`src/rtl/ctrl_pkg.sv`:
```
// ctrl_pkg: shared opcodes, phase encodings and helpers
// for the multi-cycle control sequencer.
package ctrl_pkg;

  typedef enum logic [5:0] {
    ST_HALT    = 6'b000000,
    ST_FETCH   = 6'b000001,
    ST_DECODE  = 6'b000010,
    ST_REGREAD = 6'b000100,
    ST_EXEC    = 6'b001000,
    ST_MEM     = 6'b010000,
    ST_WB      = 6'b100000
  } state_e;

  localparam logic [3:0] OP_READ  = 4'h1;
  localparam logic [3:0] OP_WRITE = 4'h2;

  function automatic logic is_mem_op(
    input logic [3:0] opc
  );
    return (opc == OP_READ) || (opc == OP_WRITE);
  endfunction

endpackage

```
`src/rtl/mem_hs_ctrl.sv`:
```
// mem_hs_ctrl: memory request / wait / timeout handshake
// shared by the FETCH and MEM phases.
module mem_hs_ctrl
  import ctrl_pkg::*;
#(
  parameter int TIMEOUT = 15,
  parameter int TO_W    = 8
) (
  input  logic I_clk,
  input  logic I_reset,
  input  logic active_i,
  input  logic mem_ready_i,
  input  logic data_ready_i,
  input  logic posted_i,
  output logic req_o,
  output logic done_o,
  output logic tmo_o
);

  localparam logic [TO_W-1:0] TO_V = TO_W'(TIMEOUT);

  logic            wait_q, wait_d;
  logic [TO_W-1:0] cnt_q, cnt_d;
  logic [TO_W-1:0] cnt_inc;

  // A posted write finishes on the first wait cycle;
  // reads need data_ready. Data beats the timeout.
  assign req_o   = active_i & ~wait_q & mem_ready_i;
  assign done_o  = wait_q & (posted_i | data_ready_i);
  assign cnt_inc = (&cnt_q) ? cnt_q : cnt_q + TO_W'(1);
  assign tmo_o   = wait_q & ~done_o & (cnt_inc == TO_V);

  // Next wait flag and saturating wait counter.
  always_comb begin
    wait_d = wait_q;
    cnt_d  = cnt_q;
    if (req_o) begin
      wait_d = 1'b1;
      cnt_d  = '0;
    end else if (wait_q) begin
      cnt_d = cnt_inc;
      if (done_o || tmo_o) begin
        wait_d = 1'b0;
      end
    end
  end

  // Handshake state registers.
  always_ff @(posedge I_clk) begin
    if (I_reset) begin
      wait_q <= 1'b0;
      cnt_q  <= '0;
    end else begin
      wait_q <= wait_d;
      cnt_q  <= cnt_d;
    end
  end

endmodule

```
`src/rtl/ctrl_seq.sv`:
```
// ctrl_seq: one-hot six-phase instruction sequencer.
// Optional perf counters: define CTRL_PERF_CNT_EN.
module ctrl_seq
  import ctrl_pkg::*;
#(
  parameter int INSTR_W = 16,
  parameter int OPC_LSB = 12,
  parameter int TIMEOUT = 15,
  parameter int TO_W    = 8
) (
  input  logic               I_clk,
  input  logic               I_reset,
  input  logic [INSTR_W-1:0] I_instruction,
  input  logic               I_mem_ready,
  input  logic               I_data_ready,
  input  logic               I_stall,
  output logic [5:0]         O_state,
  output logic               O_mem_req,
  output logic               O_mem_we,
  output logic               O_retire,
`ifdef CTRL_PERF_CNT_EN
  output logic               O_fault,
  output logic [31:0]        O_cycles,
  output logic [31:0]        O_instret
`else
  output logic               O_fault
`endif
);

  state_e     state_q, state_d;
  logic       fault_q, fault_d;
  logic [3:0] opc;
  logic       in_fetch, in_mem;
  logic       hs_req, hs_done, hs_tmo;
  logic       is_wr;
  logic       unused_instr;

  assign opc          = I_instruction[OPC_LSB +: 4];
  assign unused_instr = ^I_instruction;
  assign in_fetch     = (state_q == ST_FETCH);
  assign in_mem       = (state_q == ST_MEM);
  assign is_wr        = (opc == OP_WRITE);

  mem_hs_ctrl #(
    .TIMEOUT (TIMEOUT),
    .TO_W    (TO_W)
  ) u_hs (
    .I_clk        (I_clk),
    .I_reset      (I_reset),
    .active_i     (in_fetch | in_mem),
    .mem_ready_i  (I_mem_ready),
    .data_ready_i (I_data_ready),
    .posted_i     (in_mem & is_wr),
    .req_o        (hs_req),
    .done_o       (hs_done),
    .tmo_o        (hs_tmo)
  );

  // Phase sequencing; a timeout halts until reset.
  always_comb begin
    state_d = state_q;
    fault_d = fault_q | hs_tmo;
    unique case (state_q)
      ST_FETCH: begin
        if (hs_tmo) state_d = ST_HALT;
        else if (hs_done) state_d = ST_DECODE;
      end
      ST_DECODE: begin
        if (!I_stall) state_d = ST_REGREAD;
      end
      ST_REGREAD: begin
        if (!I_stall) state_d = ST_EXEC;
      end
      ST_EXEC: begin
        if (!I_stall) begin
          state_d = is_mem_op(opc) ? ST_MEM : ST_WB;
        end
      end
      ST_MEM: begin
        if (hs_tmo) state_d = ST_HALT;
        else if (hs_done) state_d = ST_WB;
      end
      ST_WB:   state_d = ST_FETCH;
      ST_HALT: state_d = ST_HALT;
      default: state_d = ST_HALT;
    endcase
  end

  // Phase and sticky fault registers.
  always_ff @(posedge I_clk) begin
    if (I_reset) begin
      state_q <= ST_FETCH;
      fault_q <= 1'b0;
    end else begin
      state_q <= state_d;
      fault_q <= fault_d;
    end
  end

  assign O_state   = state_q;
  assign O_mem_req = hs_req;
  assign O_mem_we  = hs_req & in_mem & is_wr;
  assign O_retire  = (state_q == ST_WB);
  assign O_fault   = fault_q;

`ifdef CTRL_PERF_CNT_EN
  logic [31:0] cyc_q, cyc_d;
  logic [31:0] ret_q, ret_d;

  // Counters wrap naturally at 2^32.
  always_comb begin
    cyc_d = fault_q ? cyc_q : cyc_q + 32'd1;
    ret_d = O_retire ? ret_q + 32'd1 : ret_q;
  end

  // Performance counter registers.
  always_ff @(posedge I_clk) begin
    if (I_reset) begin
      cyc_q <= '0;
      ret_q <= '0;
    end else begin
      cyc_q <= cyc_d;
      ret_q <= ret_d;
    end
  end

  assign O_cycles  = cyc_q;
  assign O_instret = ret_q;
`endif

endmodule

```
`config.mk`:
```
export PLATFORM = sky130hd
export DESIGN_NAME = ctrl_seq
export DESIGN_NICKNAME = d
export VERILOG_FILES = /design/src/rtl/ctrl_pkg.sv /design/src/rtl/mem_hs_ctrl.sv /design/src/rtl/ctrl_seq.sv
export SDC_FILE = /design/constraint.sdc
export NUM_CORES = 1
export LEC_CHECK = 0
export CORE_MARGIN = 2
export CORE_UTILIZATION = 45
export CTS_CLUSTER_DIAMETER = 60
export DETAILED_ROUTE_END_ITERATION = 7
export DONT_BUFFER_PORTS = 1
export PLACE_DENSITY = 0.62
export SYNTH_ARGS = -nofsm -noshare
export SYNTH_HDL_FRONTEND = slang
export SYNTH_SLANG_ARGS = --single-unit
```
`constraint.sdc`:
```
create_clock -name I_clk -period 3.1 [get_ports I_clk]
set_input_delay 0.465 -clock I_clk [delete_from_list [all_inputs] [get_ports I_clk]]
set_output_delay 0.465 -clock I_clk [all_outputs]
set_load 0.1 [all_outputs]
```
Word-level counts from Yosys, hierarchy flattened --
Index checks and enable logic that the tools add are counted.
Word-level totals: flip-flop bits (word level) 16, input bits 21, output and inout bits 10, logic and storage cells 50
Cells by class: add/subtract/negate cells 1, equality and inequality tests 14, mux-type cells 13, bitwise gates (word level) 13, reductions and logical operators 5
Operators with widths (count):
- 2-to-1 mux 6 bit | 8
- one-hot mux 6 bit (6 select lines) | 1
- adder 8 x 1 -> 8 bit, second input constant | 1
- AND 1 bit | 8
- == test 8 x 4 -> 1 bit, second input constant | 1
- 2-to-1 mux 8 bit | 1
- AND reduction 8 bit | 1
- == test 6 x 1 -> 1 bit, second input constant | 1
- == test 6 x 2 -> 1 bit, second input constant | 1
- == test 6 x 3 -> 1 bit, second input constant | 1
- == test 6 x 4 -> 1 bit, second input constant | 1
- == test 6 x 5 -> 1 bit, second input constant | 1
- == test 6 bit, second input constant | 1
- != test 2 bit, second input constant | 3
- != test 3 x 1 -> 1 bit, second input constant | 2
- AND reduction 5 bit | 1
- == test 4 x 1 -> 1 bit, second input constant | 1
- == test 4 x 2 -> 1 bit, second input constant | 1
- 2-to-1 mux 1 bit | 3
- bitwise OR 1 bit | 3
- logical OR 1 bit | 2
- inverter 1 bit | 2
- OR reduction 2 bit | 1

Longest topological paths before layout --
Gate-level depths: netlist of run 1.
word-level depth 11, mapped depth 6, depth with buffers taken out 6

Hierarchy --
Synthesis of run 1 repeated with hierarchy kept, for this count alone.
Second synthesis, totals: cell total of the unflattened synthesis 123, area, all modules 1044.8 um2
Modules (own cells, without submodules):
- mem_hs_ctrl | instances 1, cells an instance 68, area each 564.3 um2, seq. area each 180.2 um2
- ctrl_seq | instances 1, cells an instance 55, area each 480.5 um2, seq. area each 140.1 um2

Least setup slack after synthesis of run 1 --
OpenSTA, ideal clock, no wires.
path kind register to output, from reg state_q[4], in the netlist O_state[4], to out O_mem_we, arrival 4.429 ns, data required time 2.635 ns, setup slack -1.794 ns, stages on the path, launching flop included 4, path buffers 0, path through dfxtp_1 nor4b_1 nand2_1 nor4bb_1
Between the ends: longest elaborated chain between the ends 6, elaborated cells on any way between the ends 7, classes of those cells 2 x eq/ne; 5 x bitwise
RTL lines:
- start: declaration | RTL line ctrl_seq.sv:30 | state_e state_q, state_d;
- start signal: assignment | RTL line ctrl_seq.sv:95 | state_q <= state_d;
- == test 6 x 1 -> 1 bit or == test 6 x 5 -> 1 bit (tied branches) | RTL line ctrl_seq.sv:40, ctrl_seq.sv:41
- bitwise OR 1 bit | RTL line ctrl_seq.sv:50 | .active_i (in_fetch | in_mem),
- AND 1 bit (2 in a row) | RTL line mem_hs_ctrl.sv:28 | assign req_o = active_i & ~wait_q & mem_ready_i;
- AND 1 bit * (2 in a row) | RTL line ctrl_seq.sv:102 | assign O_mem_we = hs_req & in_mem & is_wr;
- end: declaration | RTL line ctrl_seq.sv:19 | output logic O_mem_we,
Mark *: on every way between the ends. The rest lies on a longest branch, timed or not.

Worst setup path after layout of run 1 --
from reg state_q[1], in the netlist O_state[1], to out O_mem_we
The elaborated chain is that of the path after synthesis.

==> flow_summary.yaml, run 1 <==
status:
  outcome: "complete, no violations"
cts:
  worst_skew_pair.late_latency_ns: 0.29
  cts-root-buf: "sky130_fd_sc_hd__clkbuf_4"
  cts.sink_count: 16
  ctsResizeCount: 0
  cts_tree: "yes"
  number_of_h_tree_branching_levels: 1
  path_clk_slew_ns: 0.10
  post_cts_hold_fix_bufs: 0
  post_cts.repair.setup_buffers: 0
  cts_made_buffers: 3
  cts.path.max_buffers: 2
sta:
  setup_repair_after_global_routing_missed_its_margin: "false"
  tightest_slew_ns: 0.968
  timing.clock.skew_ns: 0.00542
  final-setup-viol-count: 0
  fin_crit_ns: 2.59
  achievable-frequency_mhz: 386
  worst_slew_margin_rel_pct: 35.4
  final_slew_viol_count: 0
  hold_viol: 0
  timing.final.crit_share_pct: 83.5
floorplan:
  die_height_um: 50.1
  ioPinCount: 31
  rows: 16
  start_util_pct: 48.2
  fp.dieW_um: 50.1
  core_area_um2: 1980
  die_area_um2: 2510
setup_path:
  rr_startpoint: "O_state[1]"
  worstPathRequired_ns: 2.63
  worst_setup_path_startpoint: "O_state[1]"
  critPathKind: "reg -> out"
  worst_setup_start_kind: "flip-flop"
  worst-path-max-fanout: 5
  timing.critical_path.arrival_ns: 2.12
  crit_path_end_kind: "output port"
yosys:
  synth_cells: 113
  synth.area.top_cells: "sky130_fd_sc_hd__dfxtp_1 (34%), sky130_fd_sc_hd__nor2_1 (5.9%), sky130_fd_sc_hd__xnor2_1 (4.6%)"
  ys.flop_type: "sky130_fd_sc_hd__dfxtp_1"
  synth-async-reset-ratio_pct: 0
  synth_fp_nets: 135
  yosysWarnings: 0
  synth.distinct_cells: 39
  synth_edf_count: 0
  netlist_top_cells_count: "sky130_fd_sc_hd__dfxtp_1 (16), sky130_fd_sc_hd__nor2_1 (15), sky130_fd_sc_hd__nand2_1 (7)"
  synth_top_area_share_pct: 33.5
  yosysMostFrequentCell: "sky130_fd_sc_hd__dfxtp_1"
  synth_top_area_cell: "sky130_fd_sc_hd__dfxtp_1"
  yosys_register_bits: 16
  syn_area_um2: 956
  yosysSeqAreaShare_pct: 33.5
  syn-mean-instance-area_um2: 8.46
power:
  comb_power_share_pct: 31.3
  power.clock.fraction_pct: 26.0
  power_frac_seq_pct: 42.7
  total_switching_power_mw: 0.206
  cellLeakagePower_nw: 0.394
  power_density_nw_per_um2: 484
  swShare_pct: 37.6
  internal-power_mw: 0.342
  worst_ir_drop_vdd_mv: 0.431
drt:
  drt-wirelength-per-cell_um: 14.1
  route.detailed.vias_per_inst: 5.74
  totalWireLength_um: 2140
  dr_total_vias: 873
  dr.pass1.iters: 4
  final_antenna_net_count: 0
  drt_drc_violations_left: 0
  detail_route.iter0.violations: 20
global_route:
  number_of_antenna_violations_at_the_first_check_in_global_routing: 0
  grt_max_degree: 16
  globalRoute.totalOverflow: 0
  grt_pass1_vias: 826
  grt_use_total_pct: 18.6
  grt_pass1_wl_um: 3670
hold_path:
  hp-start: "I_reset"
  holdCritPathClass: "in -> reg"
layout:
  area_delta_synth_final_pct: 18.5
  diode_count: 0
  layout-drive-gt1-share_pct: 18.4
  design_area_um2: 1130
  design.final.nets: 148
  final_core_util_pct: 57.1
place:
  globalplace.congestion: 0.886
  dp_hpwl_um: 1660
  placed_cell_area_um2: 1100
  number_of_buffer_cells_added_on_primary_ports: 0
flow_run:
  max_capacitance_violation_count: 0
[final timing paths]
path	slack [ns]	cells after the start	to
worst max-delay path	0.51	5	O_mem_we
worst min-delay path	0.23	1	O_state[3]
worst max register to register	1.04	6	O_state[0]
worst min register to register	0.55	2	O_state[1]
[routing by layer]
| layer | share of wire (%) | wire length (µm) | global-route usage (%) |
|---|---|---|---|
| met1 | 54 | 1160 | 28.7 |
| met2 | 41 | 873 | 26.1 |
| met3 | 4.3 | 91 | 3.94 |
| met4 | 0.66 | 14 | 4.17 |
| met5 | 0 | 0 | 0 |
[area by class of cell]
type,instances,area [µm²]
Multi-Input combinational cell,92,647
Timing Repair Buffer,9,80.1
Fill cell,191,850
Inverter,4,15.0
Sequential cell,16,320
Tap cell,27,33.8
Clock buffer,4,36.3
[layout by cell type, fill, tap and decap left out, drive strengths merged, types with 4 or more instances in the layout]
cell / netlist / routed
a21oi: 6 / 6
buf: 0 / 9
clkbuf: 1 / 4
dfxtp: 16 / 16
inv: 4 / 4
nand2: 7 / 7
nand3: 6 / 6
nor2: 15 / 15
nor3: 4 / 4
nor4b: 4 / 4
o21ai: 4 / 4
xnor2: 5 / 5
[flip-flops by register name (all words and copies together) (netlist names)]
| register | count |
|---|---|
| O_fault | 1 |
| O_state | 6 |
| u_hs.cnt_q | 8 |
| u_hs.wait_q | 1 |
[stage by stage]
| step | cells | hold WS, ns | setup TNS (ns) | worst slack, ns | power [mW] |
|---|---|---|---|---|---|
| after floorplan | 113 | 0.492 | -0.107 | -0.107 | 0.378 |
| after global placement | 148 | 0.525 | 0 | 0.862 | 0.408 |
| after detailed placement | 148 | 0.532 | 0 | 0.844 | 0.410 |
| after CTS | 152 | 0.238 | 0 | 0.516 | 0.547 |
| after global routing | 152 | 0.223 | 0 | 0.393 | 0.572 |
| final | 152 | 0.234 | 0 | 0.512 | 0.548 |
[critical path, stage by stage, from the launching register on]
cell and delay, ns:
sky130_fd_sc_hd__dfxtp_1 0.36, sky130_fd_sc_hd__buf_4 0.25, sky130_fd_sc_hd__nor4b_1 0.43, sky130_fd_sc_hd__nand2_1 0.21, sky130_fd_sc_hd__nor4bb_4 0.37, sky130_fd_sc_hd__buf_12 0.21
[cells by family after synthesis]
family | synth area share, %
AOI/OAI and AO/OA | 19.0
xor gates and xnor gates | 7.33
adders and majority gates | 1.31
buffers and inverters | 1.96
DFF | 33.5
muxes | 3.14
and+or+nand+nor | 33.8
[power groups by stage]
stage	Clock, mW	Sequential [mW]	Combinational (mW)
floorplan	0	0.267	0.110
global placement	0	0.238	0.170
detailed placement	0	0.238	0.171
CTS	0.142	0.234	0.172
global route	0.151	0.236	0.184
finish	0.143	0.234	0.171
Power figures use the tool's default switching activity.
==> run 2, diff against run 1 <==
PLACE_DENSITY = 0.64   (was 0.62)
clock period = 2.3 ns   (was 3.1 ns; I/O delays follow)
==> run 2 against run 1 <==
Net effect: critical path depth decreased by 1; clock skew down 0.0010 ns; clock-buffer cell count unchanged; first-iteration DRC count down 10%; via count up 3.9%; total power increased by 36%; combinational power up 29%; register-to-register slack got worse by 0.76 ns; global-route usage shrank 0.76 points; cell count is the same; clock power rose by 27%; non-clock buffer count unchanged; critical path type unchanged; critical endpoint unchanged; largest cell class unchanged.
==> flow_summary.yaml, run 2 (synthesized netlist as in run 1, its figures left out) <==
status:
  outcome: "complete, no violations"
sta:
  postLayoutSetupSlackWorst_ns: 0.0911
  final-setup-viol-count: 0
  final_slew_viol_count: 0
  worst_slew_margin_rel_pct: 61.2
  tightest_slew_ns: 0.582
  setup_repair_after_global_routing_missed_its_margin: "false"
  hold_viol: 0
  timing.clock.skew_ns: 0.00438
  achievable-frequency_mhz: 453
  timing.final.crit_share_pct: 96.0
  fin_crit_ns: 2.21
power:
  design_power_total_mw: 0.745
  swShare_pct: 36.7
  internal-power_mw: 0.471
  power_density_nw_per_um2: 628
  worst_ir_drop_vdd_mv: 0.472
  power.clock.fraction_pct: 24.3
  comb_power_share_pct: 29.5
  cellLeakagePower_nw: 0.403
  power_frac_seq_pct: 46.3
  total_switching_power_mw: 0.274
floorplan:
  rows: 16
  core_area_um2: 1980
  die_area_um2: 2510
  die_height_um: 50.1
  ioPinCount: 31
  start_util_pct: 48.2
  fp.dieW_um: 50.1
layout:
  area_delta_synth_final_pct: 24.2
  largest_register_ff_count: 8
  design_area_um2: 1190
  diode_count: 0
  top_register: "u_hs.cnt_q"
  design.final.nets: 148
  fill_cells: 177
  final_common_cell: "sky130_fd_sc_hd__nor2_1"
  mostFrequentLayoutCells: "sky130_fd_sc_hd__nor2_1 (15), sky130_fd_sc_hd__dfxtp_1 (10), sky130_fd_sc_hd__nand2_1 (7), sky130_fd_sc_hd__buf_4 (7), sky130_fd_sc_hd__dfxtp_4 (6)"
  layout-drive-gt1-share_pct: 24.8
setup_path:
  cp_top_family: "simple AND/OR/NAND/NOR gates"
  critPathKind: "reg -> out"
  worst-path-max-fanout: 7
  worst_r2r_path_depth: 6
  critical_path.n_buffers_inverters: 1
  rr_startpoint: "u_hs.cnt_q[0]"
  cp_num_cells: 4
  worst_setup_start_kind: "flip-flop"
  cp_slowest_cell: "sky130_fd_sc_hd__dfxtp_4"
  crit_path_end_kind: "output port"
  worst_setup_path_startpoint: "O_state[4]"
  worstPathCellList: "nor4b_4 > nand2_1 > nor4bb_4 > buf_12"
  critPathMaxStageDelay_ns: 0.59
  worstPathRequired_ns: 1.96
  timing.critical_path.arrival_ns: 1.86
hold_path:
  hold_path_depth: 1
  hp-start: "I_reset"
  holdCritPathClass: "in -> reg"
cts:
  ctsResizeCount: 1
  cts-root-buf: "sky130_fd_sc_hd__clkbuf_4"
  path_clk_slew_ns: 0.09
  cts.sink_count: 16
  worst_skew_pair.late_latency_ns: 0.28
  post_cts.repair.setup_buffers: 0
  cts_made_buffers: 3
  cts.path.max_buffers: 2
  cts_tree: "yes"
  number_of_h_tree_branching_levels: 1
  post_cts_hold_fix_bufs: 0
drt:
  drt_drc_violations_left: 0
  final_antenna_net_count: 0
  drt-wirelength-per-cell_um: 13.7
  detail_route.iter0.violations: 18
  dr.pass1.iters: 4
  route.detailed.vias_per_inst: 5.97
  dr_total_vias: 907
  totalWireLength_um: 2080
global_route:
  number_of_antenna_violations_at_the_first_check_in_global_routing: 0
  grt_use_total_pct: 17.9
  grt_pass1_wl_um: 3480
  grt_max_degree: 16
  globalRoute.totalOverflow: 0
  grt_pass1_vias: 833
place:
  placed_cell_area_um2: 1150
  dp_worst_setup_slack_ns: 0.314
  dp_hpwl_um: 1640
  globalplace.congestion: 0.800
  number_of_buffer_cells_added_on_primary_ports: 0
flow_run:
  max_capacitance_violation_count: 0
[run 2: changes by cell type in the layout (fill, tap and decap cells not counted)]
cell	change
sky130_fd_sc_hd__dfxtp_1	-6
sky130_fd_sc_hd__dfxtp_4	+6
sky130_fd_sc_hd__buf_12	+1
sky130_fd_sc_hd__buf_4	-1
sky130_fd_sc_hd__nor3_1	-1
sky130_fd_sc_hd__nor3_2	+1
sky130_fd_sc_hd__nor4b_1	-1
sky130_fd_sc_hd__nor4b_4	+1
[run 2: power groups by stage]
stage / Combinational [mW] / Clock (mW) / Sequential, mW
final: 0.220 / 0.181 / 0.345
after detailed placement: 0.217 / 0 / 0.351
after CTS: 0.220 / 0.188 / 0.345
after global placement: 0.215 / 0 / 0.352
after floorplan: 0.149 / 0 / 0.362
after global routing: 0.237 / 0.199 / 0.349
[run 2: worst register-to-register path: stages, from the launching register on]
cell and delay, ns:
sky130_fd_sc_hd__dfxtp_1 0.42, sky130_fd_sc_hd__ha_1 0.27, sky130_fd_sc_hd__nand3_2 0.14, sky130_fd_sc_hd__o21a_1 0.26, sky130_fd_sc_hd__o311ai_1 0.46, sky130_fd_sc_hd__o211ai_1 0.21, sky130_fd_sc_hd__a21oi_1 0.18
[run 2: cell type report]
| type | instances | area (µm²) | area share, % |
|---|---|---|---|
| sequential | 16 | 343 | 28.9 |
| inverter | 4 | 15.0 | 1.26 |
| tap | 27 | 33.8 | 2.85 |
| clock buffer | 4 | 36.3 | 3.06 |
| multi-input combinational | 92 | 667 | 56.2 |
| timing repair buffer | 9 | 92.6 | 7.80 |
[run 2: per-layer routing]
metal  vias up  GRT usage, %  routed length, µm
met1       435          19.9                887
met3         2          2.42                 91
met4         0          8.33                 14
li1        452             -                  -
met5         -             0                  0
met2        18          32.9               1080
[run 2: metrics by stage]
stage / TNS [ns] / util [%] / hold slack (ns) / cells
after CTS: 0 / 59.9 / 0.102 / 152
after floorplan: -0.173 / - / 0.404 / 113
final: 0 / 59.9 / 0.112 / 152
after global routing: 0 / 59.9 / 0.0999 / 152
after global placement: 0 / 57.8 / 0.412 / 148
after detailed placement: 0 / 57.8 / 0.412 / 148
[run 2: worst paths after layout]
kind | endpoint | slack [ns]
worst max register to register | O_state[5] | 0.28
worst max-delay path | O_mem_we | 0.09
worst min-delay path | O_state[3] | 0.11
worst min register to register | O_state[3] | 0.55
